File: config.mk
export PLATFORM = sky130hd
export DESIGN_NAME = flashrom_cfg_loader
export DESIGN_NICKNAME = d
export VERILOG_FILES = /design/src/rtl/flashrom_cfg_loader.sv
export SDC_FILE = /design/constraint.sdc
export NUM_CORES = 1
export LEC_CHECK = 0
export CORE_ASPECT_RATIO = 0.5
export CORE_MARGIN = 3
export CORE_UTILIZATION = 40
export DETAILED_ROUTE_END_ITERATION = 6
export GPL_ROUTABILITY_DRIVEN = 1
export GPL_TIMING_DRIVEN = 0
export PLACE_DENSITY = 0.73
export SLEW_MARGIN = 10
export SYNTH_ARGS = -nofsm -noshare
export SYNTH_HDL_FRONTEND = slang
export SYNTH_SLANG_ARGS = --single-unit
File: constraint.sdc
create_clock -name clk -period 2.05 [get_ports clk]
set_input_delay 0.41 -clock clk [delete_from_list [all_inputs] [get_ports clk]]
set_output_delay 0.41 -clock clk [all_outputs]
set_load 0.1 [all_outputs]
File: src/rtl/flashrom_cfg_loader.sv
`default_nettype none
// ============================================================================
// Module   : flashrom_cfg_loader
// Purpose  : Walks a 128x8 flash-ROM image from address 0, assembles 4-byte
//            big-endian records {reg_addr[15:0], reg_data[15:0]} and issues
//            one register write per record over a strobe/ack handshake.
//            A record whose address is 16'hFFFF terminates the load.
//            Runs once after reset (AUTO_START=1) and again on each START.
// Ports    : clk       in   system clock, rising edge
//            rst_n     in   asynchronous active-low reset
//            start     in   one-cycle pulse, honoured only while idle/done
//            rom_addr  out  7-bit registered byte address to the ROM
//            rom_data  in   8-bit byte from the ROM
//            wr_addr   out  register address of the current record
//            wr_data   out  register data of the current record
//            wr_stb    out  write request, held until wr_ack
//            wr_ack    in   write accepted (sampled only while wr_stb=1)
//            busy      out  high from load start until done
//            done      out  level, set on completion, cleared by start
//            error     out  checksum failure
// Config   : FLASHROM_CFG_LOADER_CHECKSUM_EN - when defined, a 16-bit running
//            sum of written data is compared against the terminator's data
//            field; a mismatch or a missing terminator raises error.
//            When undefined, error is tied low.
// Revision : 1.0 - initial release
// ============================================================================
module flashrom_cfg_loader #(
   parameter int ROM_LATENCY = 1,
   parameter int MAX_RECORDS = 32,
   parameter bit AUTO_START  = 1'b1
) (
   input  logic        clk,
   input  logic        rst_n,
   input  logic        start,
   output logic [6:0]  rom_addr,
   input  logic [7:0]  rom_data,
   output logic [15:0] wr_addr,
   output logic [15:0] wr_data,
   output logic        wr_stb,
   input  logic        wr_ack,
   output logic        busy,
   output logic        done,
   output logic        error
);

   localparam int c_WAIT_W = (ROM_LATENCY < 1) ? 1 : $clog2(ROM_LATENCY + 1);
   localparam int c_CNT_W  = $clog2(MAX_RECORDS + 1);
   localparam logic [c_WAIT_W-1:0] c_WAIT_LAST = c_WAIT_W'(ROM_LATENCY);
   localparam logic [c_CNT_W-1:0]  c_CNT_MAX   = c_CNT_W'(MAX_RECORDS);
   localparam logic [15:0]         c_TERM_ADDR = 16'hFFFF;

   typedef enum logic [2:0] {
      S_IDLE  = 3'd0,
      S_FETCH = 3'd1,
      S_CHECK = 3'd2,
      S_WRITE = 3'd3,
      S_FIN   = 3'd4
   } state_t;

   state_t              r_state,    w_state_nxt;
   logic [1:0]          r_slot,     w_slot_nxt;
   logic [c_WAIT_W-1:0] r_wait,     w_wait_nxt;
   logic [c_CNT_W-1:0]  r_rec_cnt,  w_rec_cnt_nxt;
   logic [c_CNT_W-1:0]  w_cnt_inc;
   logic                r_auto,     w_auto_nxt;
   logic [6:0]          r_rom_addr, w_rom_addr_nxt;
   logic [15:0]         r_wr_addr,  w_wr_addr_nxt;
   logic [15:0]         r_wr_data,  w_wr_data_nxt;
   logic                r_wr_stb,   w_wr_stb_nxt;
   logic                r_busy,     w_busy_nxt;
   logic                r_done,     w_done_nxt;

`ifdef FLASHROM_CFG_LOADER_CHECKSUM_EN
   logic [15:0]         r_sum,      w_sum_nxt;
   logic                r_err_pend, w_err_pend_nxt;
   logic                r_error,    w_error_nxt;

   assign error = r_error;
`else
   assign error = 1'b0;
`endif

   assign rom_addr = r_rom_addr;
   assign wr_addr  = r_wr_addr;
   assign wr_data  = r_wr_data;
   assign wr_stb   = r_wr_stb;
   assign busy     = r_busy;
   assign done     = r_done;

   assign w_cnt_inc = r_rec_cnt + c_CNT_W'(1);

   // State and datapath registers
   always_ff @(posedge clk or negedge rst_n) begin
      if (!rst_n) begin
         r_state    <= S_IDLE;
         r_slot     <= 2'd0;
         r_wait     <= '0;
         r_rec_cnt  <= '0;
         r_auto     <= AUTO_START;
         r_rom_addr <= 7'd0;
         r_wr_addr  <= 16'd0;
         r_wr_data  <= 16'd0;
         r_wr_stb   <= 1'b0;
         r_busy     <= 1'b0;
         r_done     <= 1'b0;
`ifdef FLASHROM_CFG_LOADER_CHECKSUM_EN
         r_sum      <= 16'd0;
         r_err_pend <= 1'b0;
         r_error    <= 1'b0;
`endif
      end else begin
         r_state    <= w_state_nxt;
         r_slot     <= w_slot_nxt;
         r_wait     <= w_wait_nxt;
         r_rec_cnt  <= w_rec_cnt_nxt;
         r_auto     <= w_auto_nxt;
         r_rom_addr <= w_rom_addr_nxt;
         r_wr_addr  <= w_wr_addr_nxt;
         r_wr_data  <= w_wr_data_nxt;
         r_wr_stb   <= w_wr_stb_nxt;
         r_busy     <= w_busy_nxt;
         r_done     <= w_done_nxt;
`ifdef FLASHROM_CFG_LOADER_CHECKSUM_EN
         r_sum      <= w_sum_nxt;
         r_err_pend <= w_err_pend_nxt;
         r_error    <= w_error_nxt;
`endif
      end
   end

   // Next-state and next-output logic
   always_comb begin
      w_state_nxt    = r_state;
      w_slot_nxt     = r_slot;
      w_wait_nxt     = r_wait;
      w_rec_cnt_nxt  = r_rec_cnt;
      w_auto_nxt     = r_auto;
      w_rom_addr_nxt = r_rom_addr;
      w_wr_addr_nxt  = r_wr_addr;
      w_wr_data_nxt  = r_wr_data;
      w_wr_stb_nxt   = r_wr_stb;
      w_busy_nxt     = r_busy;
      w_done_nxt     = r_done;
`ifdef FLASHROM_CFG_LOADER_CHECKSUM_EN
      w_sum_nxt      = r_sum;
      w_err_pend_nxt = r_err_pend;
      w_error_nxt    = r_error;
`endif

      case (r_state)
         S_IDLE: begin
            // r_auto stands in for a start pulse on the first cycle after reset
            if (start || r_auto) begin
               w_auto_nxt     = 1'b0;
               w_slot_nxt     = 2'd0;
               w_wait_nxt     = '0;
               w_rec_cnt_nxt  = '0;
               w_rom_addr_nxt = 7'd0;
               w_busy_nxt     = 1'b1;
               w_done_nxt     = 1'b0;
`ifdef FLASHROM_CFG_LOADER_CHECKSUM_EN
               w_sum_nxt      = 16'd0;
               w_err_pend_nxt = 1'b0;
               w_error_nxt    = 1'b0;
`endif
               w_state_nxt    = S_FETCH;
            end
         end

         S_FETCH: begin
            // r_wait counts edges since rom_addr changed; the byte is valid
            // once the ROM's registered read has had ROM_LATENCY edges.
            if (r_wait == c_WAIT_LAST) begin
               w_wait_nxt = '0;
               case (r_slot)
                  2'd0: w_wr_addr_nxt[15:8] = rom_data;
                  2'd1: w_wr_addr_nxt[7:0]  = rom_data;
                  2'd2: w_wr_data_nxt[15:8] = rom_data;
                  2'd3: w_wr_data_nxt[7:0]  = rom_data;
                  default: ;
               endcase
               if (r_slot == 2'd3) begin
                  // The address step past the last byte of a record is
                  // deferred to the ack, so a terminator leaves rom_addr on
                  // its final byte and the last record wraps to 0.
                  w_slot_nxt  = 2'd0;
                  w_state_nxt = S_CHECK;
               end else begin
                  w_slot_nxt     = r_slot + 2'd1;
                  w_rom_addr_nxt = r_rom_addr + 7'd1;
               end
            end else begin
               w_wait_nxt = r_wait + c_WAIT_W'(1);
            end
         end

         S_CHECK: begin
            if (r_wr_addr == c_TERM_ADDR) begin
`ifdef FLASHROM_CFG_LOADER_CHECKSUM_EN
               w_err_pend_nxt = (r_wr_data != r_sum);
`endif
               w_state_nxt = S_FIN;
            end else begin
               w_wr_stb_nxt = 1'b1;
               w_state_nxt  = S_WRITE;
            end
         end

         S_WRITE: begin
            if (r_wr_stb && wr_ack) begin
               w_wr_stb_nxt   = 1'b0;
               w_rec_cnt_nxt  = w_cnt_inc;
               w_rom_addr_nxt = r_rom_addr + 7'd1;
`ifdef FLASHROM_CFG_LOADER_CHECKSUM_EN
               w_sum_nxt      = r_sum + r_wr_data;
`endif
               if (w_cnt_inc == c_CNT_MAX) begin
`ifdef FLASHROM_CFG_LOADER_CHECKSUM_EN
                  // Running out of records without a terminator is an error
                  w_err_pend_nxt = 1'b1;
`endif
                  w_state_nxt = S_FIN;
               end else begin
                  w_state_nxt = S_FETCH;
               end
            end
         end

         S_FIN: begin
            w_busy_nxt  = 1'b0;
            w_done_nxt  = 1'b1;
`ifdef FLASHROM_CFG_LOADER_CHECKSUM_EN
            w_error_nxt = r_err_pend;
`endif
            w_state_nxt = S_IDLE;
         end

         default: begin
            w_state_nxt = S_IDLE;
         end
      endcase
   end

endmodule
`default_nettype wire

==> results.cfg, run 1 <==
[setup_path]
crit_chain = dlygate4sd2_1
crit_slowest_cell = dlygate4sd2_1
criticalPathCategory = flop to primary output
cp_max_fo = 6
cp_top_family = buffers and inverters
worst_path_largest_cell_delay_ns = 0.87
path_buf_inv = 1
crit_required_ns = 1.64
worstSetupEndpointType = primary output
start_kind = flop
arrival_ns = 1.57

[drt]
wirelength_mm = 5.36
drt_iter0_drc = 73
drc = 0
first_pass_iters = 4
routed_via_density = 5.03
ant_nets = 0
vias = 1836
wl_per_cell_um = 14.7

[yosys]
syn_nets = 233
synth_largest_area_cell = dfrtp_1
synth.distinct_cells = 51
yosysSeqAreaShare = 0.527
synthTopCellsByArea = dfrtp_1 52%, mux2_2 14%, ha_1 2.9%
synth.most_common_cell = dfrtp_1
synth_top_area_share = 0.517
synth_commonest_cells = 54 x dfrtp_1, 32 x mux2_2, 20 x nand2_1
ys_ff_latch = 55
synthFlopType = dfrtp_1
synth-edff-count = 0
postSynth.asyncResetShare = 1.00
ys_warn_count = 0
avgSynthCellArea_um2 = 12.2
synth_cells = 215
synth_area_mm2 = 0.00261

[sta]
final_hold_viol_count = 0
slew_viol_final = 0
maxSlewHeadroom = 0.343
finalCritPeriodShare = 0.967
final-setup-viol-count = 0
rsz0062_at_grt = no
fin_crit_ns = 1.98
finClkSkew_ns = 0.00836
worst_slew_pin_slew_ns = 0.989
fmax_ghz = 0.504

[clock_tree]
htree_levels = 2
cts_tree = yes
hold_buffers = 0
cts.path.max_buffers = 2
numCtsBuffers = 5
clock-sinks = 55
root_buffer = clkbuf_16
clock_latency_ns = 0.29
clk_pin_slew_worst_paths_ns = 0.07

[grt]
grt_pass1_wl_mm = 9.44
grt_use_met2 = 0.268
grt.total_usage = 0.153
top_usage_layer = met2
grt_max_degree = 39
use_met1 = 0.185
grtUsageMet3 = 0.0502
antenna_found_initial = 0
overflow = 0
grt_pass1_vias = 1963

[floorplan]
io_pins = 55
die-area_mm2 = 0.00760
placementRows = 20
start_util = 0.423
coreArea_mm2 = 0.00618
die_w_um = 120
die_h_um = 63.1

[layout]
diodes = 0
drive_above_1_share = 0.303
area_growth_syn_to_layout_pct = 29.3
layout.nets = 294
fin_util = 0.547
fill_cells = 570

[place]
io_buffers = 53
place_hpwl_mm = 4.00
place.gp.congestion = 0.736

[run]
maxCapViolCount = 0

[run_status]
outcome = finished, final reports clean

[min_path]
holdCritPathClass = primary input to asynchronous set/reset pin
## layout by cell type (no fill, tap or decap), drive strengths merged, types with 2 or more instances in the layout
cell,Yosys,layout
a21oi,2,2
clkdlybuf4s50,0,10
inv,4,5
nand4,6,6
o22a,2,2
dlygate4sd2,0,40
nor3b,2,2
o21ai,5,5
o2bb2ai,4,4
nor3,3,3
clkbuf,0,7
nor2b,5,5
ha,6,6
nor2,10,10
nand2,25,25
o21a,3,3
a31oi,3,3
dfrtp,54,54
nand3b,2,2
and2,4,4
nand2b,4,4
nand3,6,6
buf,6,8
mux2,35,35
and3,2,2
a22o,3,3
## path summary, 6_finish.rpt
kind | start | to | slack, ns | cells after the start
worst max-delay path | rom_addr[4]$_DFFE_PN0P_ | rom_addr[4] | 0.07 | 1
worst min-delay path | rst_n | rom_addr[3]$_DFFE_PN0P_ | 0.06 | 1
worst max register to register | wr_addr[14]$_DFFE_PN0P_ | r_state[0]$_DFFE_PN0P_ | 0.14 | 4
worst min register to register | busy$_DFFE_PN0P_ | busy$_DFFE_PN0P_ | 0.48 | 2
min in group clk | busy$_DFFE_PN0P_ | busy$_DFFE_PN0P_ | 0.48 | 2
max in group asynchronous | rst_n | r_auto$_DFFE_PN1P_ | 1.40 | 2
## flip-flops by register name, indices dropped and copies added (netlist names)
name and cells:
wr_stb 1, r_auto 1, r_wait 1, wr_data 16
busy 1, r_slot 2, done 1, rom_addr 7
r_state 3, r_rec_cnt 6, wr_addr 16
## layout make-up
cell class / instances / area, um2 / area share
clock inverters: 2 / 16.3 / 0.00481
inverters: 4 / 15.0 / 0.00444
well taps: 88 / 110 / 0.0326
flip-flops and latches: 55 / 1400 / 0.414
repair buffers: 54 / 490 / 0.145
clock buffers: 6 / 129 / 0.0381
multi-input cells: 150 / 1170 / 0.345
plain buffers: 6 / 53.8 / 0.0159
## metrics by stage
step                TNS, ns  instances  hold WS (ns)  setup WS, ns  cell area, um2
detailed placement    -1.08        357         0.378        -0.199            3290
floorplan                 0        215         0.114       0.00443            2630
finish                    0        365        0.0556        0.0668            3380
global placement     -59.68        356         0.461         -1.22            3270
CTS                       0        365        0.0684        0.0262            3380
global route              0        365        0.0858       0.00705            3380
## timing repair
item	CTS	global route
gates cloned	0	0
gates resized for setup	42	3
setup endpoints to repair	42	2
setup buffers	0	0
## cell families (layout without fill, tap and decap cells)
logic type,after synthesis,in the layout,share of synthesized area
AND/OR/NAND/NOR,74,74,0.154
flip-flops,55,55,0.527
multiplexers,36,36,0.159
AO/OA/AOI/OAI,32,32,0.0996
buffers and inverters,10,72,0.0263
adder cells (fa/ha/maj),6,6,0.0287
other,1,1,0.00144
XOR/XNOR,1,1,0.00335
## per-layer routing
metal,share of wire,vias to the layer above
li1,-,891
met1,0.45,911
met2,0.49,32
met3,0.055,2
met4,0.0052,0
met5,0,-
Power of run 1 is left out: the tool's default activity adds up to more than one toggle a clock period on the data nets, which glitch-free logic cannot reach.
==> run 2, diff against run 1 <==
--- a/config.mk
+++ b/config.mk
@@ -10,5 +10,5 @@
 export CORE_UTILIZATION = 40
 export DETAILED_ROUTE_END_ITERATION = 6
-export GPL_ROUTABILITY_DRIVEN = 1
+export GPL_ROUTABILITY_DRIVEN = 0
 export GPL_TIMING_DRIVEN = 0
 export PLACE_DENSITY = 0.73
==> constraint.sdc (replaced) <==
create_clock -name clk -period 2.05 [get_ports clk]
set_input_delay 0.41 -clock clk [delete_from_list [all_inputs] [get_ports clk]]
set_output_delay 0.41 -clock clk [all_outputs]
set_load 0.05 [all_outputs]
==> run 2 against run 1 <==
Final cell count is 0.27% higher. Hold slack better by 0.0084 ns. Via count is 1.7% higher. Clock skew is 0.0015 ns lower. Core utilization is 1.1 points higher. Sequential cell count stayed put. Die area stayed put. Highest routed layer unchanged.
==> results.cfg, run 2 (same netlist as run 1, synthesis figures left out) <==
[clock_tree]
root_buffer = clkbuf_16
cts_tree = yes
htree_levels = 2
clock_latency_ns = 0.29
clock-sinks = 55
cts.path.max_buffers = 2
cts_repair_resize_count = 0
numCtsBuffers = 5
clk_pin_slew_worst_paths_ns = 0.07

[setup_path]
worst_path_largest_cell_delay_ns = 0.84
crit_required_ns = 1.64
cp_max_fo = 6
criticalPathCategory = flop to primary output
start_kind = flop
worstSetupEndpointType = primary output
crit_chain = clkdlybuf4s50_1
arrival_ns = 1.56
path_buf_inv = 1
cp_top_family = buffers and inverters
crit_slowest_cell = clkdlybuf4s50_1

[sta]
fin_crit_ns = 1.97
finClkSkew_ns = 0.00688
slew_viol_final = 0
final-setup-viol-count = 0
maxSlewHeadroom = 0.489
fmax_ghz = 0.507
worst_slew_pin_slew_ns = 0.760
final_hold_viol_count = 0
rsz0062_at_grt = no
finalCritPeriodShare = 0.961
final.setup.tns_ns = 0

[place]
place_hpwl_mm = 4.00
place_area_mm2 = 0.00327
io_buffers = 53

[drt]
drc = 0
ant_nets = 0
vias = 1868
wirelength_mm = 5.53
routed_via_density = 5.10
wl_per_cell_um = 15.1
drt_iter0_drc = 74
first_pass_iters = 4

[floorplan]
start_util = 0.423
die-area_mm2 = 0.00760
placementRows = 20
io_pins = 55
die_h_um = 63.1
coreArea_mm2 = 0.00618
die_w_um = 120

[layout]
drive_above_1_share = 0.248
layout_commonest_cell = dfrtp_1
design_area_mm2 = 0.00345
layout.nets = 296
diodes = 0
area_growth_syn_to_layout_pct = 31.9
fin_util = 0.557
layout_common_cells = 54 x dfrtp_1, 52 x clkdlybuf4s50_1, 32 x mux2_2

[run]
maxCapViolCount = 0

[min_path]
holdCritPathClass = primary input to asynchronous set/reset pin

[grt]
grt_max_degree = 38
antenna_found_initial = 0
grt_pass1_wl_mm = 9.46
grt.total_usage = 0.154
overflow = 0
grt_pass1_vias = 2006

[run_status]
outcome = finished, final reports clean
-- run 2: changes by cell type in the layout (fill, tap and decap cells not counted), sizes merged --
cell | previous run | this run
clkdlybuf4s50 | 10 | 52
dlygate4sd2 | 40 | 0
buf | 8 | 10
clkbuf | 7 | 5
bufinv | 0 | 1
clkdlybuf4s15 | 1 | 0
inv | 5 | 4
-- run 2: per-stage QoR --
stage          instances  setup WS, ns  hold slack, ns
2_1_floorplan        215         0.158           0.114
3_3_place_gp         356         -1.06           0.460
3_5_place_dp         357        -0.207           0.388
4_1_cts              364        0.0632          0.0838
5_1_grt              366        0.0186           0.101
6_report             366        0.0795          0.0640
-- run 2: final cells by class --
type / instances / area [um2]
Fill cell: 526 / 2740
Sequential cell: 55 / 1380
Multi-Input combinational cell: 150 / 1170
Timing Repair Buffer: 56 / 561
Clock buffer: 5 / 125
Tap cell: 88 / 110
Buffer: 6 / 53.8
Clock inverter: 2 / 37.5
Inverter: 4 / 15.0
-- run 2: path summary, 6_finish.rpt --
path                                    startpoint                       to  slack (ns)  depth (start not counted)
hold reg to reg                   busy$_DFFE_PN0P_         busy$_DFFE_PN0P_        0.48                          2
hold / removal                               rst_n  rom_addr[0]$_DFFE_PN0P_        0.06                          1
setup reg to reg           wr_addr[10]$_DFFE_PN0P_   r_state[0]$_DFFE_PN0P_        0.17                          4
setup / recovery           rom_addr[2]$_DFFE_PN0P_              rom_addr[2]        0.08                          1
max in group asynchronous                    rst_n  wr_addr[10]$_DFFE_PN0P_        1.44                          2
min in group clk                  busy$_DFFE_PN0P_         busy$_DFFE_PN0P_        0.48                          2
-- run 2: timing repair --
item / CTS / global route
hold buffers: 0 / 0
setup endpoints to repair: 0 / 2
buffers inserted: 0 / 2
-- run 2: per-layer routing --
metal | up-vias | part of all wire | track usage
met5 | - | 0 | 0
met4 | 0 | 0.0061 | 0.0311
met3 | 2 | 0.056 | 0.0529
met2 | 37 | 0.48 | 0.263
met1 | 935 | 0.46 | 0.192
li1 | 894 | - | -
Power of run 2 is left out for the same reason.
==> run 3, diff against run 2 <==
- PLACE_DENSITY: 0.73 -> 0.75
==> run 3 against run 2 <==
Maximum frequency up 0.53%. Final cell count stayed put. Core utilization down 0.34 points. Design area decreased by 0.62%. Non-clock buffer count did not move. Via count increased by 0.91%. Register-to-register slack is essentially flat. First-iteration DRC count is 34% lower. Hold slack worse by 0.014 ns. Routed wire length decreased by 1.8%. Largest cell class unchanged. Highest routed layer unchanged.
==> results.cfg, run 3 (same netlist as run 1, synthesis figures left out) <==
[setup_path]
worstSetupEndpointType = primary output
crit_path_start = rom_addr[0]$_DFFE_PN0P_
timing.rr.start = wr_addr[9]$_DFFE_PN0P_
cp_top_family = buffers and inverters
rrSetupSlack_ns = 0.17
path_buf_inv = 1
arrival_ns = 1.55
crit_required_ns = 1.64
crit_chain = clkdlybuf4s50_1
worst_path_largest_cell_delay_ns = 0.84
start_kind = flop
criticalPathCategory = flop to primary output
cp_max_fo = 5
crit_slowest_cell = clkdlybuf4s50_1

[sta]
fmax_ghz = 0.510
fin_crit_ns = 1.96
final_hold_viol_count = 0
worst_slew_pin_slew_ns = 0.752
maxSlewHeadroom = 0.494
setup_ws_ns = 0.0898
rsz0062_at_grt = no
finClkSkew_ns = 0.00515
final-setup-viol-count = 0
whs_ns = 0.0496
finalCritPeriodShare = 0.956
slew_viol_final = 0

[grt]
grt_pass1_vias = 1967
grt.total_usage = 0.151
grt_pass1_wl_mm = 9.24
grt_max_degree = 39
overflow = 0
antenna_found_initial = 0

[layout]
fin_util = 0.554
seq_area_mm2 = 0.00138
layout.nets = 296
fin_cells = 366
area_growth_syn_to_layout_pct = 31.1
fill_cells = 517
multi_input_area_mm2 = 0.00117
layout_commonest_cell = dfrtp_1
drive_above_1_share = 0.248
layout_common_cells = 54 x dfrtp_1, 51 x clkdlybuf4s50_1, 32 x mux2_2
diodes = 0

[clock_tree]
cts.path.max_buffers = 2
clock-sinks = 55
root_buffer = clkbuf_16
clock_latency_ns = 0.29
numCtsBuffers = 5
htree_levels = 2
cts_tree = yes
clk_pin_slew_worst_paths_ns = 0.07

[place]
dpl_worst_slack_ns = -0.186
io_buffers = 53
place_hpwl_mm = 3.97
dp.cells = 357

[floorplan]
start_util = 0.423
coreArea_mm2 = 0.00618
die_h_um = 63.1
io_pins = 55
placementRows = 20
die-area_mm2 = 0.00760
die_w_um = 120

[drt]
drc = 0
ant_nets = 0
routed_via_density = 5.15
wirelength_mm = 5.43
first_pass_iters = 5
drt_iter0_drc = 49
vias = 1885
wl_per_cell_um = 14.8

[min_path]
holdCritPathClass = primary input to asynchronous set/reset pin

[run]
maxCapViolCount = 0

[run_status]
outcome = finished, final reports clean
[run 3: timing repair]
action                     in CTS  in global routing
resized for setup               0                  1
buffers inserted                0                  2
hold buffers                    0                  0
hold endpoints to repair        0                  0
setup endpoints to repair       0                  2
[run 3: worst paths after layout]
check / end / depth (start not counted)
max: rom_addr[0] / 1
min: rom_addr[3]$_DFFE_PN0P_ / 1
max reg2reg: r_state[0]$_DFFE_PN0P_ / 4
min reg2reg: busy$_DFFE_PN0P_ / 2
max in group asynchronous: r_auto$_DFFE_PN1P_ / 2
min in group clk: busy$_DFFE_PN0P_ / 2
[run 3: final cells by class]
type                            instances  share of cell area
Sequential cell                        55               0.402
Tap cell                               88              0.0322
Clock buffer                            5              0.0365
Timing Repair Buffer                   56               0.164
Buffer                                  6              0.0157
Inverter                                4             0.00438
Multi-Input combinational cell        150               0.341
Clock inverter                          2             0.00402
[run 3: per-stage QoR]
stage | setup TNS (ns) | cell area (um2)
floorplan | 0 | 2610
global placement | -57.03 | 3250
detailed placement | -0.978 | 3270
CTS | 0 | 3410
global route | 0 | 3420
finish | 0 | 3420
[run 3: routing by layer]
layer	global-route usage	vias to the layer above	part of all wire
li1	-	896	-
met5	0	-	0
met2	0.264	41	0.48
met3	0.0592	7	0.066
met1	0.178	941	0.44
met4	0.0297	0	0.010
Power of run 3 is left out for the same reason.
